$ cat src/rtl/imm_enc.sv
// imm_enc: merges a signed immediate into a base RV32I instruction word
// at the bit positions of the selected instruction type, range-checks the
// immediate, and queues {instr, err} results in a small output FIFO.
module imm_enc #(
    parameter int FIFO_DEPTH = 2,
    parameter int CNT_W      = 8
) (
    input  logic             imm_enc_clk,
    input  logic             imm_enc_rst_n,
    input  logic             imm_enc_in_valid,
    output logic             imm_enc_in_ready,
    input  logic [31:0]      imm_enc_base_in,
    input  logic [31:0]      imm_enc_imm_in,
    input  logic [3:0]       imm_enc_instr_type,
    output logic             imm_enc_out_valid,
    input  logic             imm_enc_out_ready,
    output logic [31:0]      imm_enc_instr_out,
    output logic             imm_enc_err_out,
    output logic [CNT_W-1:0] imm_enc_err_cnt
);

    localparam int PTR_W = (FIFO_DEPTH > 1) ? $clog2(FIFO_DEPTH) : 1;
    localparam int OCC_W = $clog2(FIFO_DEPTH + 1);

    typedef struct packed {
        logic        err;
        logic [31:0] instr;
    } entry_t;

    entry_t               mem_q [FIFO_DEPTH];
    logic [PTR_W-1:0]     wr_q, wr_d, rd_q, rd_d;
    logic [OCC_W-1:0]     occ_q, occ_d;
    logic [CNT_W-1:0]     cnt_q, cnt_d;
    entry_t               enc;
    logic                 ok_is, ok_b;
    logic                 push, pop;

    // Sign-extension check: the immediate fits iff all bits above the top
    // encodable bit equal that bit. B-type also needs an even offset.
    assign ok_is = (&imm_enc_imm_in[31:11]) | ~(|imm_enc_imm_in[31:11]);
    assign ok_b  = ((&imm_enc_imm_in[31:12]) | ~(|imm_enc_imm_in[31:12])) & ~imm_enc_imm_in[0];

    // Merge the immediate into the base word; unencodable requests become {0, err}.
    always_comb begin
        enc.err   = 1'b0;
        enc.instr = imm_enc_base_in;
        case (imm_enc_instr_type)
            4'b0001: ;
            4'b0010, 4'b0011, 4'b0100, 4'b0101: begin
                enc.err            = ~ok_is;
                enc.instr[31:20]   = imm_enc_imm_in[11:0];
            end
            4'b0110: begin
                enc.err            = ~ok_is;
                enc.instr[31:25]   = imm_enc_imm_in[11:5];
                enc.instr[11:7]    = imm_enc_imm_in[4:0];
            end
            4'b0111: begin
                enc.err            = ~ok_b;
                enc.instr[31]      = imm_enc_imm_in[12];
                enc.instr[30:25]   = imm_enc_imm_in[10:5];
                enc.instr[11:8]    = imm_enc_imm_in[4:1];
                enc.instr[7]       = imm_enc_imm_in[11];
            end
            default: enc.err = 1'b1;
        endcase
        if (enc.err) enc.instr = '0;
    end

    // in_ready/out_valid come straight from the occupancy register, so there
    // is no combinational path from out_ready to in_ready.
    assign imm_enc_in_ready  = (occ_q != OCC_W'(FIFO_DEPTH));
    assign imm_enc_out_valid = (occ_q != '0);
    assign imm_enc_instr_out = mem_q[rd_q].instr;
    assign imm_enc_err_out   = mem_q[rd_q].err;
    assign imm_enc_err_cnt   = cnt_q;

    assign push = imm_enc_in_valid & imm_enc_in_ready;
    assign pop  = imm_enc_out_valid & imm_enc_out_ready;

    // Next-state for pointers, occupancy and the saturating error counter.
    always_comb begin
        wr_d  = wr_q;
        rd_d  = rd_q;
        occ_d = occ_q;
        cnt_d = cnt_q;
        if (push) wr_d = wr_q + PTR_W'(1);
        if (pop)  rd_d = rd_q + PTR_W'(1);
        case ({push, pop})
            2'b10:   occ_d = occ_q + OCC_W'(1);
            2'b01:   occ_d = occ_q - OCC_W'(1);
            default: occ_d = occ_q;
        endcase
        if (push && enc.err && (cnt_q != '1)) cnt_d = cnt_q + CNT_W'(1);
    end

    // State registers; storage is cleared so outputs read zero after reset.
    always_ff @(posedge imm_enc_clk or negedge imm_enc_rst_n) begin
        if (!imm_enc_rst_n) begin
            wr_q  <= '0;
            rd_q  <= '0;
            occ_q <= '0;
            cnt_q <= '0;
            for (int i = 0; i < FIFO_DEPTH; i++) mem_q[i] <= '0;
        end else begin
            wr_q  <= wr_d;
            rd_q  <= rd_d;
            occ_q <= occ_d;
            cnt_q <= cnt_d;
            if (push) mem_q[wr_q] <= enc;
        end
    end

endmodule

$ cat config.mk
export PLATFORM = sky130hd
export DESIGN_NAME = imm_enc
export DESIGN_NICKNAME = d
export VERILOG_FILES = /design/src/rtl/imm_enc.sv
export SDC_FILE = /design/constraint.sdc
export NUM_CORES = 1
export LEC_CHECK = 0
export BUFFER_PORTS_ARGS = -buffer_cell sky130_fd_sc_hd__buf_2
export CAP_MARGIN = 20
export CORE_UTILIZATION = 28
export DETAILED_ROUTE_END_ITERATION = 8
export HOLD_SLACK_MARGIN = 0.15
export SETUP_SLACK_MARGIN = 0.5
export SYNTH_ARGS = -nofsm -noshare
export SYNTH_HDL_FRONTEND = slang
export SYNTH_SLANG_ARGS = --single-unit
$ cat constraint.sdc
create_clock -name imm_enc_clk -period 2.15 [get_ports imm_enc_clk]
set_input_delay 0.43 -clock imm_enc_clk [delete_from_list [all_inputs] [get_ports imm_enc_clk]]
set_output_delay 0.43 -clock imm_enc_clk [all_outputs]
set_load 0.02 [all_outputs]
# --- Word-level counts from Yosys, hierarchy flattened ---
# Cells that the tools add are included.
classes:
  addsub: 5
  n_mul: 0
  n_div: 0
  magnitude_cmp: 3
  n_eq_ne: 11
  shift: 0
  muxes: 12
  bitwise_logic: 12
  reduce_logical: 11
ops:
  columns: ["op", "count"]
  rows:
  - ["33-bit two-way mux", 4]
  - ["66-bit bitwise mux", 1]
  - ["33-bit demux with 1-bit select", 1]
  - ["32-bit two-way mux", 1]
  - ["21-bit AND reduction", 1]
  - ["21-bit OR reduction", 1]
  - ["20-bit AND reduction", 1]
  - ["20-bit OR reduction", 1]
  - ["4-bit by 3-bit == test with 1-bit output (second input constant)", 4]
  - ["7-bit case mux with 2 select lines", 1]
  - ["5-bit case mux with 2 select lines", 1]
  - ["8-bit by 1-bit adder with 8-bit output (second input constant)", 1]
  - ["4-bit by 2-bit == test with 1-bit output (second input constant)", 2]
  - ["8-bit != test (second input constant)", 1]
  - ["5-bit two-way mux", 1]
  - ["1-bit inverter", 5]
  - ["5-bit OR reduction", 1]
  - ["4-bit by 1-bit == test with 1-bit output (second input constant)", 1]
  - ["2-bit >= comparator (second input constant)", 2]
  - ["1-bit inverter with 2-bit output", 2]
  - ["2-bit case mux with 2 select lines", 1]
  - ["2-bit nonzero test", 2]
  - ["4-bit OR reduction", 1]
  - ["1-bit bitwise AND", 3]
  - ["other kinds (10)", 14]
totals:
  register_bits: 78
  latchBits: 0
  ramBits: 0
  rom_bits: 0
  in_bits: 72
  memories: 0

# --- Logic depth before layout (Yosys ltp) ---
logic_depth:
  depth_word: 8
  depth_mapped: 10

# --- Worst setup path after synthesis ---
# OpenSTA, ideal clock, no wires.
synth_path:
  path_kind: "input to register"
  startpoint: "input port imm_enc_imm_in[13]"
  endpoint: "register cnt_q[1], in the netlist imm_enc_err_cnt[1]"
  setup_time_ns: 0.125
  arrival_time_ns: 2.067
  t_required_ns: 2.025
  path_slack_ns: -0.042
  path_stages: 8
  path_buffers: 1
  path_cell_list: "or4_1 -> nor2_1 -> a22oi_1 -> o2111ai_1 -> and3_1 -> buf_4 -> a311o_1 -> mux2_2"
synth_between:
  elab_chain_len: 8
  elab_cells_between_ends: 14
synth_lines:
  columns: ["item", "line_no", "text"]
  rows:
  - ["start: declaration", "13", "input logic [31:0] imm_enc_imm_in,"]
  - ["20-bit OR reduction", "41", "assign ok_b = ((&imm_enc_imm_in[31:12]) | ~(|imm_enc_imm_in[31:12])) & ~imm_enc_imm_in[0];"]
  - ["1-bit inverter", "41", null]
  - ["1-bit OR", "41", null]
  - ["1-bit bitwise AND", "41", null]
  - ["1-bit inverter", "59", "enc.err = ~ok_b;"]
  - ["1-bit case mux with 3 select lines (*)", "47", "case (imm_enc_instr_type)"]
  - ["1-bit logical AND (*) (2 in series)", "94", "if (push && enc.err && (cnt_q != '1)) cnt_d = cnt_q + CNT_W'(1);"]
  - ["end signal: assignment", "109", "cnt_q <= cnt_d;"]
  - ["end: declaration", "33", "logic [CNT_W-1:0] cnt_q, cnt_d;"]
# Mark *: on every way between the ends. The rest lies on a longest branch, timed or not.
# A chain may end at the register's enable or synchronous reset.

# --- Worst setup path in the final report ---
layout_path:
  startpoint: "input port imm_enc_imm_in[12]"
  endpoint: "register cnt_q[1], in the netlist imm_enc_err_cnt[1]"
# The elaborated chain is that of the path after synthesis.

==> flow_summary_export.csv <==
group,metric,value,unit
outcome,outcome,"finished, final reports clean",
drt,wl,10800,µm
drt,drt_iter0_markers,119,
pwr,powerDensity,1400,nW/µm²
floorplan,initial_core_util,0.288,
place,dpl_cell_area,4690,µm²
floorplan,ioPinCount,115,
worst_setup_path,required,2.37,ns
yosys,synth_top_area_frac,0.509,
worst_setup_path,crit_type,"in2reg",
cts,cts_tree,"built",
yosys,synth_fp_nets,480,
yosys,synth_ff_type,"dfrtp_1",
yosys,yosysWarnings,0,
drt,vias,3363,
sta,fin_ws,0.0952,ns
sta,grt_setup_unrepaired,"true",
drt,firstDrtPassIters,4,
sta,min_period,2.05,ns
yosys,synth-seq-cells,78,
sta,worst_pin_slew,0.424,ns
yosys,synth-edff-count,0,
yosys,post_synth.cell_area_avg,9.44,µm²
yosys,synth_common_cells,"124 x nand2_1, 78 x dfrtp_1, 52 x o21ai_0",
grt,grt_pass1_vias,3401,
floorplan,die_h,119,µm
worst_setup_path,critPathCaptureType,"flop",
hold_path,holdPathStages,3,
hold_path,min_from,"imm_enc_base_in[19]",
drt,drtAntennaViolNets,0,
worst_setup_path,slowest_delay,0.54,ns
sta,finalSetupViolations,0,
floorplan,rows,42,
floorplan,die_area,14200,µm²
yosys,syn_inst,406,
worst_setup_path,crit_start,"imm_enc_imm_in[12]",
floorplan,core,13300,µm²
drt,wl_per_cell,14.9,µm
final_layout,nFillCells,1247,
cts,insertion_delay,0.33,ns
yosys,synth.area.top_cells,"dfrtp_1 51%, mux2_2 13%, nand2_1 12%, o21ai_0 6.8%, o21ai_1 2.1%",
sta,hold_viol,0,
yosys,synth_area,3830,µm²
sta,fin_skew,0.00859,ns
final_layout,stdcell_area,5890,µm²
worst_setup_path,r2r_start,"occ_q[0]$_DFFE_PN0P_",
cts,h-tree-depth,3,
worst_setup_path,cp_slowest_cell,"or4_4",
final_layout,areaGrowthSynthToFinish,53.7,%
final_layout,drive_gt1_frac,0.466,
yosys,synth.distinct_cells,39,
grt,grt_first_pass_wirelength,16600,µm
worst_setup_path,rrSetupSlack,0.56,ns
sta,slew_violations,0,
cts,cts_buffers,9,
cts,path_clk_slew,0.06,ns
yosys,async_reset_ff_frac,1.00,
cts,clockBufferDepth,2,
cts,clock-root-buffer,"clkbuf_16",
place,dp_hpwl,6980,µm
place,port_buffers,114,
run,drv_cap,0,
cts,cts.sinks,78,
grt,antenna_found_initial,0,
grt,grt_usage,0.148,
place,post-place-ws,-0.290,ns
drt,vias_per_cell,4.64,
worst_setup_path,start_kind,"input pin",
final_layout,antennaDiodeCount,0,
worst_setup_path,rr_endpoint,"mem_q[41]$_DFFE_PN0P_",
hold_path,hold_path.class,"in2reg",
final_layout,utilization,0.443,
sta,timing.final.crit_share,0.956,
yosys,synth.most_common_cell,"nand2_1",
floorplan,die_x,119,µm
drt,route.detailed.drc,0,
sta,fmax,0.487,GHz
place,place_congestion,0.806,
yosys,synth_largest_area_cell,"dfrtp_1",
worst_setup_path,cp_data_arrival_time,2.28,ns
hold_path,min_to,"mem_q[52]$_DFFE_PN0P_",
grt,globalRouteOverflowTotal,0,
grt,grt_start_max_net_pins,50,
worst_setup_path,crit_chain,"buf_6, or4_4, nor2_4, a22oi_2, o2111ai_2, and3_4, a311o_1, mux2_4",
yosys,yosysSeqAreaShare,0.509,
worst_setup_path,cp_max_fo,6,
worst_setup_path,reg2reg_depth,5,
pwr,p_leak,2.82,nW
pwr,peakVddDrop,0.663,mV
final_layout,fin_nets,618,
sta,relSlewSlack,0.717,
==> layout make-up <==
class	count	area, µm²	area share
clock buffer	13	270	0.0459
clock inverter	3	65.1	0.0110
inverter	3	11.3	0.00191
multi-input combinational	301	2080	0.354
sequential	78	1950	0.332
tap	176	220	0.0374
timing repair buffer	151	1280	0.218
==> how the worst max path moves through the flow <==
stage                     cells after the start  slack [ns]                             end
after floorplan                               8       -0.03  imm_enc_err_cnt[1]$_DFFE_PN0P_
after global placement                        8       -0.26  imm_enc_err_cnt[1]$_DFFE_PN0P_
after detailed placement                      9       -0.29           mem_q[63]$_DFFE_PN0P_
after CTS                                     8        0.16  imm_enc_err_cnt[1]$_DFFE_PN0P_
after global routing                         10        0.02  imm_enc_err_cnt[5]$_DFFE_PN0P_
final                                         8         0.1  imm_enc_err_cnt[1]$_DFFE_PN0P_
==> state kept, by name, indices dropped and copies added, names as in the netlist <==
name,cells
rd_q,1
mem_q,66
wr_q,1
imm_enc_err_cnt,8
occ_q,2
==> cells by family after synthesis <==
group / Yosys count / synth area share
flip-flops: 78 / 0.509
AO/OA/AOI/OAI: 78 / 0.108
AND/OR/NAND/NOR: 164 / 0.182
multiplexers: 46 / 0.136
XOR/XNOR: 10 / 0.0229
adder cells (fa/ha/maj): 2 / 0.00653
buffers and inverters: 28 / 0.0349
==> where the power goes <==
part	switching (W)	internal [W]	total, W
sequential	0.000407	0.00208	0.00249
clock	0.000582	0.00111	0.00169
combinational	0.00193	0.00213	0.00406
==> placed cells by master, fill, tap and decap left out, types with 3 or more instances in the layout <==
cell type / n
buf_12: 7
buf_2: 76
buf_4: 20
buf_6: 41
clkbuf_16: 13
clkbuf_8: 3
dfrtp_1: 77
mux2_2: 10
mux2_4: 35
nand2_1: 109
nand2_2: 8
nand2_4: 7
nand3_1: 6
nand4_1: 6
nor2_1: 4
nor2_4: 3
nor3_1: 4
nor4_1: 3
o21ai_0: 17
o21ai_1: 42
o21ai_2: 9
xnor2_1: 3
xor2_1: 5
==> per-layer routing <==
layer / vias up / global-route usage / part of all wire
met5: - / 0 / 0
met4: 0 / 0.0403 / 0.0084
met3: 8 / 0.0321 / 0.036
met2: 74 / 0.266 / 0.52
met1: 1615 / 0.178 / 0.44
li1: 1666 / - / -
==> worst max-delay path: cells and delay by family <==
family | cells | cell delay, ns
AO/OA/AOI/OAI | 3 | 0.50
buffers and inverters | 1 | 0.09
multiplexers | 1 | 0.30
AND/OR/NAND/NOR | 3 | 0.96
==> repair_timing <==
item | CTS | global route
setup endpoints to repair | 109 | 109
hold buffers | 1 | 0
pin swaps | 2 | 22
gates cloned | 1 | 7
endpoints found under the hold margin | 29 | 0
gates resized for setup | 45 | 151
setup buffers | 6 | 8
==> through the flow <==
step | hold slack [ns] | cells | power [W] | setup TNS (ns)
global placement | 0.388 | 686 | 0.00514 | -12.68
global route | 0.339 | 725 | 0.00876 | 0
floorplan | 0.134 | 406 | 0.00431 | -0.0586
finish | 0.342 | 725 | 0.00824 | 0
CTS | 0.344 | 710 | 0.00742 | 0
detailed placement | 0.395 | 686 | 0.00523 | -14.68
(Power assumes the default switching activity.)
